===== src/rtl/local_branch_pred_pkg.sv =====
// Shared types and constants for the local-history branch predictor.
//   - table geometry (BHT index width, history width, PC bits into the PHT index)
//   - 2-bit PHT counter encodings and reset value
//   - snap_t: lookup snapshot carried from Decode through Execute to Memory
//   - sat_inc: saturating increment for the 32-bit debug counters
package local_branch_pred_pkg;

  localparam int unsigned BHT_IDX_BITS = 6;
  localparam int unsigned HIST_BITS    = 4;
  localparam int unsigned PHT_PC_BITS  = 2;
  localparam int unsigned PHT_IDX_BITS = HIST_BITS + PHT_PC_BITS;
  localparam int unsigned BHT_ENTRIES  = 1 << BHT_IDX_BITS;
  localparam int unsigned PHT_ENTRIES  = 1 << PHT_IDX_BITS;
  localparam int unsigned PC_W         = 32;
  localparam int unsigned CNT_W        = 32;

  localparam logic [1:0] SNT       = 2'b00;
  localparam logic [1:0] WNT       = 2'b01;
  localparam logic [1:0] WT        = 2'b10;
  localparam logic [1:0] ST        = 2'b11;
  localparam logic [1:0] CTR_RESET = WNT;

  typedef struct packed {
    logic                    valid;
    logic                    pred;
    logic [BHT_IDX_BITS-1:0] bidx;
    logic [HIST_BITS-1:0]    hist;
    logic [PHT_IDX_BITS-1:0] pidx;
  } snap_t;

  // Increment by one when en is set, sticking at all-ones.
  function automatic logic [CNT_W-1:0] sat_inc(input logic [CNT_W-1:0] v, input logic en);
    sat_inc = (en && (v != '1)) ? v + CNT_W'(1) : v;
  endfunction

endpackage


===== src/rtl/local_branch_pred_if.sv =====
// Pipeline-facing signal bundle of the branch predictor.
//   master: datapath side (drives PC/branch/flush/outcome, receives predictions)
//   slave : predictor side
interface local_branch_pred_if;
  import local_branch_pred_pkg::*;

  logic [PC_W-1:0]  pcD;
  logic             branchD;
  logic             flushE;
  logic             flushM;
  logic             actual_takeM;
  logic             pred_takeD;
  logic             pred_takeM;
  logic             branchM;
  logic             pred_wrongM;
  logic [CNT_W-1:0] branch_cnt;
  logic [CNT_W-1:0] mispred_cnt;

  modport master (
    output pcD, branchD, flushE, flushM, actual_takeM,
    input  pred_takeD, pred_takeM, branchM, pred_wrongM, branch_cnt, mispred_cnt
  );

  modport slave (
    input  pcD, branchD, flushE, flushM, actual_takeM,
    output pred_takeD, pred_takeM, branchM, pred_wrongM, branch_cnt, mispred_cnt
  );

endinterface


===== src/rtl/local_branch_pred_sat_counter2.sv =====
// 2-bit saturating up/down counter next-state function (purely combinational).
//   i_ctr    : current counter value
//   i_inc    : 1 = count up (taken), 0 = count down (not taken)
//   o_next_c : next counter value, saturating at ST / SNT
module sat_counter2
  import local_branch_pred_pkg::*;
(
  input  logic [1:0] i_ctr,
  input  logic       i_inc,
  output logic [1:0] o_next_c
);

  always_comb begin
    o_next_c = i_ctr;
    if (i_inc) begin
      if (i_ctr != ST) o_next_c = i_ctr + 2'd1;
    end else begin
      if (i_ctr != SNT) o_next_c = i_ctr - 2'd1;
    end
  end

endmodule


===== src/rtl/local_branch_pred.sv =====
// Local-history branch predictor for the 5-stage pipeline.
//   clk  : rising-edge clock
//   rst  : asynchronous active-low reset
//   bus  : slave side of local_branch_pred_if
//          in : pcD, branchD, flushE, flushM, actual_takeM
//          out: pred_takeD (combinational), pred_takeM, branchM,
//               pred_wrongM (combinational on actual_takeM), branch_cnt, mispred_cnt
// Decode looks up BHT then PHT with write-through from the Memory-stage update;
// the lookup snapshot rides D->E->M and retrains both tables when it reaches M.
module local_branch_pred
  import local_branch_pred_pkg::*;
(
  input  logic                clk,
  input  logic                rst,
  local_branch_pred_if.slave  bus
);

  logic [HIST_BITS-1:0] r_bht [BHT_ENTRIES];
  logic [1:0]           r_pht [PHT_ENTRIES];
  snap_t                r_snap_e;
  snap_t                r_snap_m;
  logic [CNT_W-1:0]     r_branch_cnt;
  logic [CNT_W-1:0]     r_mispred_cnt;

  logic [BHT_IDX_BITS-1:0] w_bidx_d;
  logic [HIST_BITS-1:0]    w_hist_d;
  logic [PHT_IDX_BITS-1:0] w_pidx_d;
  logic [1:0]              w_ctr_d;
  logic                    w_pred_d;
  logic [HIST_BITS-1:0]    w_hist_upd;
  logic [1:0]              w_ctr_upd;
  logic [1:0]              w_ctr_byp;
  logic                    w_upd_m;
  logic                    w_wrong_m;
  snap_t                   w_snap_d;
  logic                    w_unused_pc;

  // Only pcD[BHT_IDX_BITS+1:2] takes part in indexing.
  assign w_unused_pc = ^{bus.pcD[PC_W-1:BHT_IDX_BITS+2], bus.pcD[1:0]};

  assign w_upd_m    = r_snap_m.valid;
  assign w_hist_upd = {r_snap_m.hist[HIST_BITS-2:0], bus.actual_takeM};
  assign w_wrong_m  = r_snap_m.valid & (r_snap_m.pred != bus.actual_takeM);

  // Trained counter for the M-stage entry.
  sat_counter2 u_ctr_upd (
    .i_ctr    (r_pht[r_snap_m.pidx]),
    .i_inc    (bus.actual_takeM),
    .o_next_c (w_ctr_upd)
  );

  // Trained value of the entry Decode is reading; only used when the indices collide.
  sat_counter2 u_ctr_byp (
    .i_ctr    (r_pht[w_pidx_d]),
    .i_inc    (bus.actual_takeM),
    .o_next_c (w_ctr_byp)
  );

  // Decode lookup with write-through from the same-cycle M update.
  always_comb begin
    w_bidx_d = bus.pcD[BHT_IDX_BITS+1:2];
    w_hist_d = r_bht[w_bidx_d];
    if (w_upd_m && (r_snap_m.bidx == w_bidx_d)) w_hist_d = w_hist_upd;
    w_pidx_d = {bus.pcD[PHT_PC_BITS+1:2], w_hist_d};
    w_ctr_d  = r_pht[w_pidx_d];
    if (w_upd_m && (r_snap_m.pidx == w_pidx_d)) w_ctr_d = w_ctr_byp;
    w_pred_d = bus.branchD & w_ctr_d[1];
  end

  assign w_snap_d = '{valid: bus.branchD, pred: w_pred_d, bidx: w_bidx_d,
                      hist: w_hist_d, pidx: w_pidx_d};

  // Branch history table.
  always_ff @(posedge clk or negedge rst) begin
    if (!rst) begin
      for (int unsigned i = 0; i < BHT_ENTRIES; i++) r_bht[BHT_IDX_BITS'(i)] <= '0;
    end else if (w_upd_m) begin
      r_bht[r_snap_m.bidx] <= w_hist_upd;
    end
  end

  // Pattern history table.
  always_ff @(posedge clk or negedge rst) begin
    if (!rst) begin
      for (int unsigned i = 0; i < PHT_ENTRIES; i++) r_pht[PHT_IDX_BITS'(i)] <= CTR_RESET;
    end else if (w_upd_m) begin
      r_pht[r_snap_m.pidx] <= w_ctr_upd;
    end
  end

  // Snapshot pipe; the M update above still uses the old r_snap_m on a flushM edge.
  always_ff @(posedge clk or negedge rst) begin
    if (!rst) begin
      r_snap_e <= '0;
      r_snap_m <= '0;
    end else begin
      r_snap_e <= bus.flushE ? '0 : w_snap_d;
      r_snap_m <= bus.flushM ? '0 : r_snap_e;
    end
  end

  // Debug counters.
  always_ff @(posedge clk or negedge rst) begin
    if (!rst) begin
      r_branch_cnt  <= '0;
      r_mispred_cnt <= '0;
    end else if (w_upd_m) begin
      r_branch_cnt  <= sat_inc(r_branch_cnt, 1'b1);
      r_mispred_cnt <= sat_inc(r_mispred_cnt, w_wrong_m);
    end
  end

  assign bus.pred_takeD  = w_pred_d;
  assign bus.pred_takeM  = r_snap_m.pred;
  assign bus.branchM     = r_snap_m.valid;
  assign bus.pred_wrongM = w_wrong_m;
  assign bus.branch_cnt  = r_branch_cnt;
  assign bus.mispred_cnt = r_mispred_cnt;

endmodule


===== src/flat_wrapper.sv =====
// flat-port wrapper written by rule: the top's interface ports become plain ports
module local_branch_pred_flat import local_branch_pred_pkg::*;
  (clk, rst, bus_pcD, bus_branchD, bus_flushE, bus_flushM, bus_actual_takeM, bus_pred_takeD, bus_pred_takeM, bus_branchM, bus_pred_wrongM, bus_branch_cnt, bus_mispred_cnt);
  local_branch_pred_if bus_i ();
  input  logic clk;
  input  logic rst;
  input wire logic [$bits(bus_i.pcD)-1:0] bus_pcD;
  input wire logic [$bits(bus_i.branchD)-1:0] bus_branchD;
  input wire logic [$bits(bus_i.flushE)-1:0] bus_flushE;
  input wire logic [$bits(bus_i.flushM)-1:0] bus_flushM;
  input wire logic [$bits(bus_i.actual_takeM)-1:0] bus_actual_takeM;
  output wire logic [$bits(bus_i.pred_takeD)-1:0] bus_pred_takeD;
  output wire logic [$bits(bus_i.pred_takeM)-1:0] bus_pred_takeM;
  output wire logic [$bits(bus_i.branchM)-1:0] bus_branchM;
  output wire logic [$bits(bus_i.pred_wrongM)-1:0] bus_pred_wrongM;
  output wire logic [$bits(bus_i.branch_cnt)-1:0] bus_branch_cnt;
  output wire logic [$bits(bus_i.mispred_cnt)-1:0] bus_mispred_cnt;
  assign bus_i.pcD = bus_pcD;
  assign bus_i.branchD = bus_branchD;
  assign bus_i.flushE = bus_flushE;
  assign bus_i.flushM = bus_flushM;
  assign bus_i.actual_takeM = bus_actual_takeM;
  assign bus_pred_takeD = bus_i.pred_takeD;
  assign bus_pred_takeM = bus_i.pred_takeM;
  assign bus_branchM = bus_i.branchM;
  assign bus_pred_wrongM = bus_i.pred_wrongM;
  assign bus_branch_cnt = bus_i.branch_cnt;
  assign bus_mispred_cnt = bus_i.mispred_cnt;
  local_branch_pred u_core (.clk(clk), .rst(rst), .bus(bus_i));
endmodule

===== config.mk =====
export PLATFORM = sky130hd
export DESIGN_NAME = local_branch_pred_flat
export DESIGN_NICKNAME = d
export VERILOG_FILES = /design/src/rtl/local_branch_pred_pkg.sv /design/src/rtl/local_branch_pred_if.sv /design/src/rtl/local_branch_pred_sat_counter2.sv /design/src/rtl/local_branch_pred.sv /design/src/flat_wrapper.sv
export SDC_FILE = /design/constraint.sdc
export NUM_CORES = 1
export LEC_CHECK = 0
export ABC_AREA = 1
export CORE_MARGIN = 3
export CORE_UTILIZATION = 40
export DETAILED_ROUTE_END_ITERATION = 6
export MAX_ROUTING_LAYER = met4
export PLACE_DENSITY = 0.55
export SLEW_MARGIN = 40
export SYNTH_ARGS = -nofsm -noshare
export SYNTH_HDL_FRONTEND = slang
export SYNTH_SLANG_ARGS = --single-unit

===== constraint.sdc =====
create_clock -name clk -period 7 [get_ports clk]
set_clock_uncertainty 0.05 [all_clocks]
set_input_delay 2.1 -clock clk [delete_from_list [all_inputs] [get_ports clk]]
set_output_delay 2.1 -clock clk [all_outputs]
set_load 0.02 [all_outputs]

**Word level (Yosys, flattened, before mapping)**

Cells that the tools add are included.

- Flip-flop bits (word level): 483
- Bits of input ports: 38
- Word-level logic and storage cells: 199

- Add/subtract/negate cells: 6
- $lt $le $gt $ge: 6
- Eq/ne operators: 7
- Muxes and demuxes: 25
- Bitwise logic cells: 6
- Reductions and logical operators: 9

Operators with widths:

| operator | number |
|---|---|
| $bwmux 256 | 1 |
| $bwmux 128 | 1 |
| $add 32x1->32 const B | 2 |
| $ne 32x32->1 const B | 2 |
| $mux 18 | 2 |
| $ge 7x7->1 const B | 4 |
| $not 6->7 | 4 |
| $bmux 2 s6 | 2 |
| $bmux 4 s6 | 1 |
| $demux 4 s6 | 1 |
| $mux 2 | 12 |
| $mux 4 | 4 |
| $lt 7x1->1 const B | 2 |
| $demux 2 s6 | 1 |
| $eq 6x6->1 | 2 |
| $logic_and 1x1->1 | 5 |
| $add 2x1->2 const B | 2 |
| $ne 2x2->1 const B | 2 |
| $reduce_and 2->1 | 2 |
| $reduce_bool 2->1 | 2 |
| $sub 2x1->2 const B | 2 |
| $and 1x1->1 | 2 |
| $ne 1x1->1 | 1 |

**Longest topological paths before layout**

- Depth after elaboration: 15
- Gate-level depth with buffers: 25

**Cells and area by module**

A second synthesis with hierarchy kept.

- Cells, all modules: 2828
- Area total of the unflattened synthesis: 22943.3 um^2

By module, submodules not included:

| module | instances | cells an instance | area an instance (um^2) | seq. area each (um^2) |
|---|---|---|---|---|
| local_branch_pred | 1 | 2816 | 22893.2 | 11891.4 |
| sat_counter2 | 2 | 6 | 25.0 | 0.0 |

**Worst setup path before layout**

No wires, ideal clock.

- Path kind: input to output
- Start point: input bus_pcD[2]
- End point: output bus_pred_takeD
- Arrival: 4205 ps
- Data required time: 4850 ps
- Setup slack: 645 ps
- Stages: 18
- Cell sequence: buf_4 -> inv_4 -> buf_6 -> nand2_1 -> nand4_2 -> a221oi_2 -> nand2_2 -> nand3_2 -> nand2_4 -> buf_4 -> xor2_1 -> nor4_2 -> nand2_1 -> nor2_1 -> nand3_1 -> nand2_1 -> nand2_1 -> inv_1

- Longest elaborated chain between the ends: 14

Ends and longest elaborated chain:

| what | RTL line | RTL |
|---|---|---|
| from (decl) | flat_wrapper.sv:7 | `input wire logic [$bits(bus_i.pcD)-1:0] bus_pcD;` |
| $not 6->7 (implied by the code) | local_branch_pred.sv:62 | `w_hist_d = r_bht[w_bidx_d];` |
| $bmux 4 s6 | local_branch_pred.sv:62 |  |
| $mux 4 (implied by the code) (2 in series) | local_branch_pred.sv:62 |  |
| $mux 4 | local_branch_pred.sv:63 | `if (w_upd_m && (r_snap_m.bidx == w_bidx_d)) w_hist_d = w_hist_upd;` |
| $not 6->7 (implied by the code) | local_branch_pred.sv:54, local_branch_pred.sv:65 |  |
| $bmux 2 s6 | local_branch_pred.sv:54, local_branch_pred.sv:65 |  |
| $mux 2 (implied by the code) (2 in series) | local_branch_pred.sv:54, local_branch_pred.sv:65 |  |
| $sub 2x1->2 (tied with other cells) | local_branch_pred_sat_counter2.sv:18 | `if (i_ctr != SNT) o_next_c = i_ctr - 2'd1;` |
| $mux 2 (on tied branches) | local_branch_pred_sat_counter2.sv:18, local_branch_pred_sat_counter2.sv:16 |  |
| $mux 2 | local_branch_pred_sat_counter2.sv:15 | `if (i_inc) begin` |
| $mux 2 (*) | local_branch_pred.sv:66 | `if (w_upd_m && (r_snap_m.pidx == w_pidx_d)) w_ctr_d = w_ctr_byp;` |
| $and 1x1->1 (*) | local_branch_pred.sv:67 | `w_pred_d = bus.branchD & w_ctr_d[1];` |
| to (decl) | flat_wrapper.sv:12 | `output wire logic [$bits(bus_i.pred_takeD)-1:0] bus_pred_takeD;` |

Every way passes the cells marked *; elsewhere a longest branch is shown, timed or not. The select of a mux whose other input is x is not followed.

**Worst setup path after layout**

- Start point: input bus_pcD[3]
- End point: output bus_pred_takeD

The elaborated chain is that of the path after synthesis.

==> flow_summary.ini <==
[cts]
cts_buffer_depth = 3
clk_pin_slew_ps = 60
cts_root_buffer = clkbuf_16
cts_buffers = 52
clock_latency_ps = 620
clock_sinks = 472
htreeDepth = 2
cts_hold_buf = 0
cts_tree = built

[cells_and_area]
layout-drive-gt1-share_pct = 13.53
layout.cells.non_filler = 3845
nets = 3087
multi_input_area_mm2 = 0.01016
syn2layout_area_growth_pct = 22.97
num_antenna_cells = 0
fillers = 5440
fin_util_pct = 49.84
ff_latch_area_mm2 = 0.01189

[floorplan]
io_pins = 106
fp.dieW_um = 245.5
die-height_um = 245.5
core_mm2 = 0.05660
initial_utilization_pct = 40.53
die-area_mm2 = 0.06027
placementRows = 87

[route]
first_iter_violations = 2320
drt-total-wl_mm = 76.14
vias = 21129
drc = 0
ant_nets = 0
wl_per_cell_um = 19.80
firstDrtPassIters = 6
viasPerCell = 5.495

[grt]
grt_pass1_vias = 20273
grt_usage_pct = 25.38
top_usage_layer = met2
grt_overflow = 0
met2_usage_pct = 38.18
grt_pass1_wl_mm = 116.8
met3_usage_pct = 4.296
met1_usage_pct = 35.66
grt_max_degree = 143
antenna_found_initial = 1

[timing]
drv_slew = 0
tightest_slew_ps = 903.8
max_slew_margin_pct = 39.60
setup_violations = 0
rsz0062_at_grt = yes
layout_min_cycle_time_ps = 6999
fmaxAchievable_ghz = 0.1429
worst_slack_ps = 0.5134
finalHoldViolations = 0
period_share_pct = 99.99

[power_and_ir_drop]
ir_drop_mv = 0.1456
p_total_mw = 6.880
p_leak_nw = 13.11
powerDensity_mw_per_mm2 = 243.8

[synth]
avgSynthCellArea_um2 = 7.950
synth_cell_types = 50
ys_seq_elements = 472
synth_top_area_share_pct = 44.50
yosys.area.top_type = dfrtp_1
netlist_instances = 2886
syn_area_mm2 = 0.02294
yosysSeqAreaShare_pct = 51.83
ys_warn_count = 0
yosys-top-cells-area = dfrtp_1, nand2_1, o21ai_0
synth_nets = 2926

[worst_setup_path]
worstSetupEndpointType = output pin
critPathArrivalTime_ps = 4850
cp-startpoint = bus_pcD[3]
critPathLaunchType = input port
r2r-start = u_core.r_snap_m[2]
critical_path_class = input port to output pin
cp_max_fo = 6
crit_required_ps = 4850

[place]
place.gp.congestion = 0.9511
dp.cells = 3712
io_buffers = 79
dp_hpwl_mm = 47.89
dp_slack_ps = -896.9

[worst_hold_path]
hold_path.class = flop to flop
hp-start = u_core.r_snap_e[11]

[flow_run]
cap_viol_max_count = 0

[outcome]
outcome = finished clean
state kept, by name, summed over array words and instances, names as in the netlist:
name                    count
u_core.bus.branchM          1
u_core.bus.branch_cnt      32
u_core.bus.mispred_cnt     32
u_core.bus.pred_takeM       1
u_core.r_bht              256
u_core.r_pht              128
u_core.r_snap_e            12
u_core.r_snap_m            10
Yosys cell counts (all sizes together):
library cell,count
o21ai,405
inv,152
clkbuf,54
dfstp,64
o211ai,6
nor3,21
a22o,1
a22oi,3
xor2,31
xnor2,27
nor3b,1
clkinv,3
o31ai,2
buf,83
nand2,839
a211oi,1
a21oi,138
a31oi,8
a21boi,1
ha,2
or2,3
o2bb2ai,3
nor2,257
nor4,7
a32o,1
o2111ai,7
dfrtp,408
nand3,294
nand4,30
o22ai,23
mux2,1
a221oi,10
layout make-up:
class / count / area share, %
clock inverters: 13 / 0.6430
flip-flops and latches: 472 / 42.15
well taps: 756 / 3.353
inverters: 155 / 2.222
repair inverters: 1 / 0.01330
multi-input cells: 2122 / 36.03
repair buffers: 243 / 10.03
clock buffers: 83 / 5.561
critical path, stage by stage:
cell	delay, ps
buf_6	130
inv_4	80
buf_12	140
buf_4	140
nand3_1	70
nand3_1	140
nand2_1	110
nand2_2	60
nand3_2	90
nand3_4	100
nand3_4	150
nand2_8	100
buf_8	150
buf_4	130
xor2_1	140
nor4_2	270
buf_4	150
nand4_1	100
nand3_1	110
nand2_1	70
nand2_2	120
inv_2	40
buf_6	120
path summary, 6_finish.rpt:
path | depth (start not counted) | slack (ps) | end
setup / recovery | 23 | 0.5 | bus_pred_takeD
hold / removal | 2 | 400 | u_core.r_snap_m[11]
setup reg to reg | 16 | 2290 | u_core.r_pht[123]
hold reg to reg | 2 | 400 | u_core.r_snap_m[11]
max in group asynchronous | 3 | 4480 | u_core.r_bht[101]
min in group asynchronous | 1 | 1290 | u_core.bus.branch_cnt[18]
where the power goes:
part	total, mW	switching, mW	internal [mW]	leakage [nW]
Combinational	1.12	0.703	0.413	6.61
Clock	2.80	1.16	1.65	0.851
Sequential	2.96	0.0965	2.87	5.65
Total	6.88	1.95	4.92	13.1
logic make-up (layout without fill, tap and decap cells):
group                    Yosys count  in the layout  synth area share, %
flip-flops                       472            472                51.83
buffers and inverters            292            495                5.470
adder cells (fa/ha/maj)            2              2               0.1091
AO/OA/AOI/OAI                    609            609                14.04
AND/OR/NAND/NOR                 1452           1452                26.29
multiplexers                       1              1              0.04908
XOR/XNOR                          58             58                2.214
stage by stage:
step                      hold slack [ps]  instance area (um^2)  setup TNS, ps
after floorplan                     384.0                 22940              0
after global placement              386.2                 25320         -890.4
after detailed placement            395.5                 25380         -896.9
after CTS                           408.7                 27630              0
after global routing                431.0                 28210         -90.21
final                               404.7                 28210              0
routing by layer:
metal  vias to the layer above  wire length (um)
li1                       9916                 -
met1                     10210             33870
met2                       850             33770
met3                       153              6603
met4                         0              1895
met5                         -                 0
cell usage in the layout (no fill, tap or decap), drive strengths merged, types with 5 or more instances in the layout:
| master | n |
|---|---|
| a21oi | 138 |
| a221oi | 10 |
| a31oi | 8 |
| buf | 158 |
| bufbuf | 5 |
| clkbuf | 89 |
| clkdlybuf4s50 | 71 |
| clkinv | 13 |
| dfrtp | 408 |
| dfstp | 64 |
| inv | 151 |
| nand2 | 839 |
| nand3 | 294 |
| nand4 | 30 |
| nor2 | 257 |
| nor3 | 21 |
| nor4 | 7 |
| o2111ai | 7 |
| o211ai | 6 |
| o21ai | 405 |
| o22ai | 23 |
| xnor2 | 27 |
| xor2 | 31 |
timing repair:
action                                  CTS  global route
pin swaps                                 8            20
resized for setup                        66            63
gates cloned                              9             7
endpoints found under the setup margin    1             1
setup buffers                             8            11
Note: power is estimated with default switching activity, not from simulation.
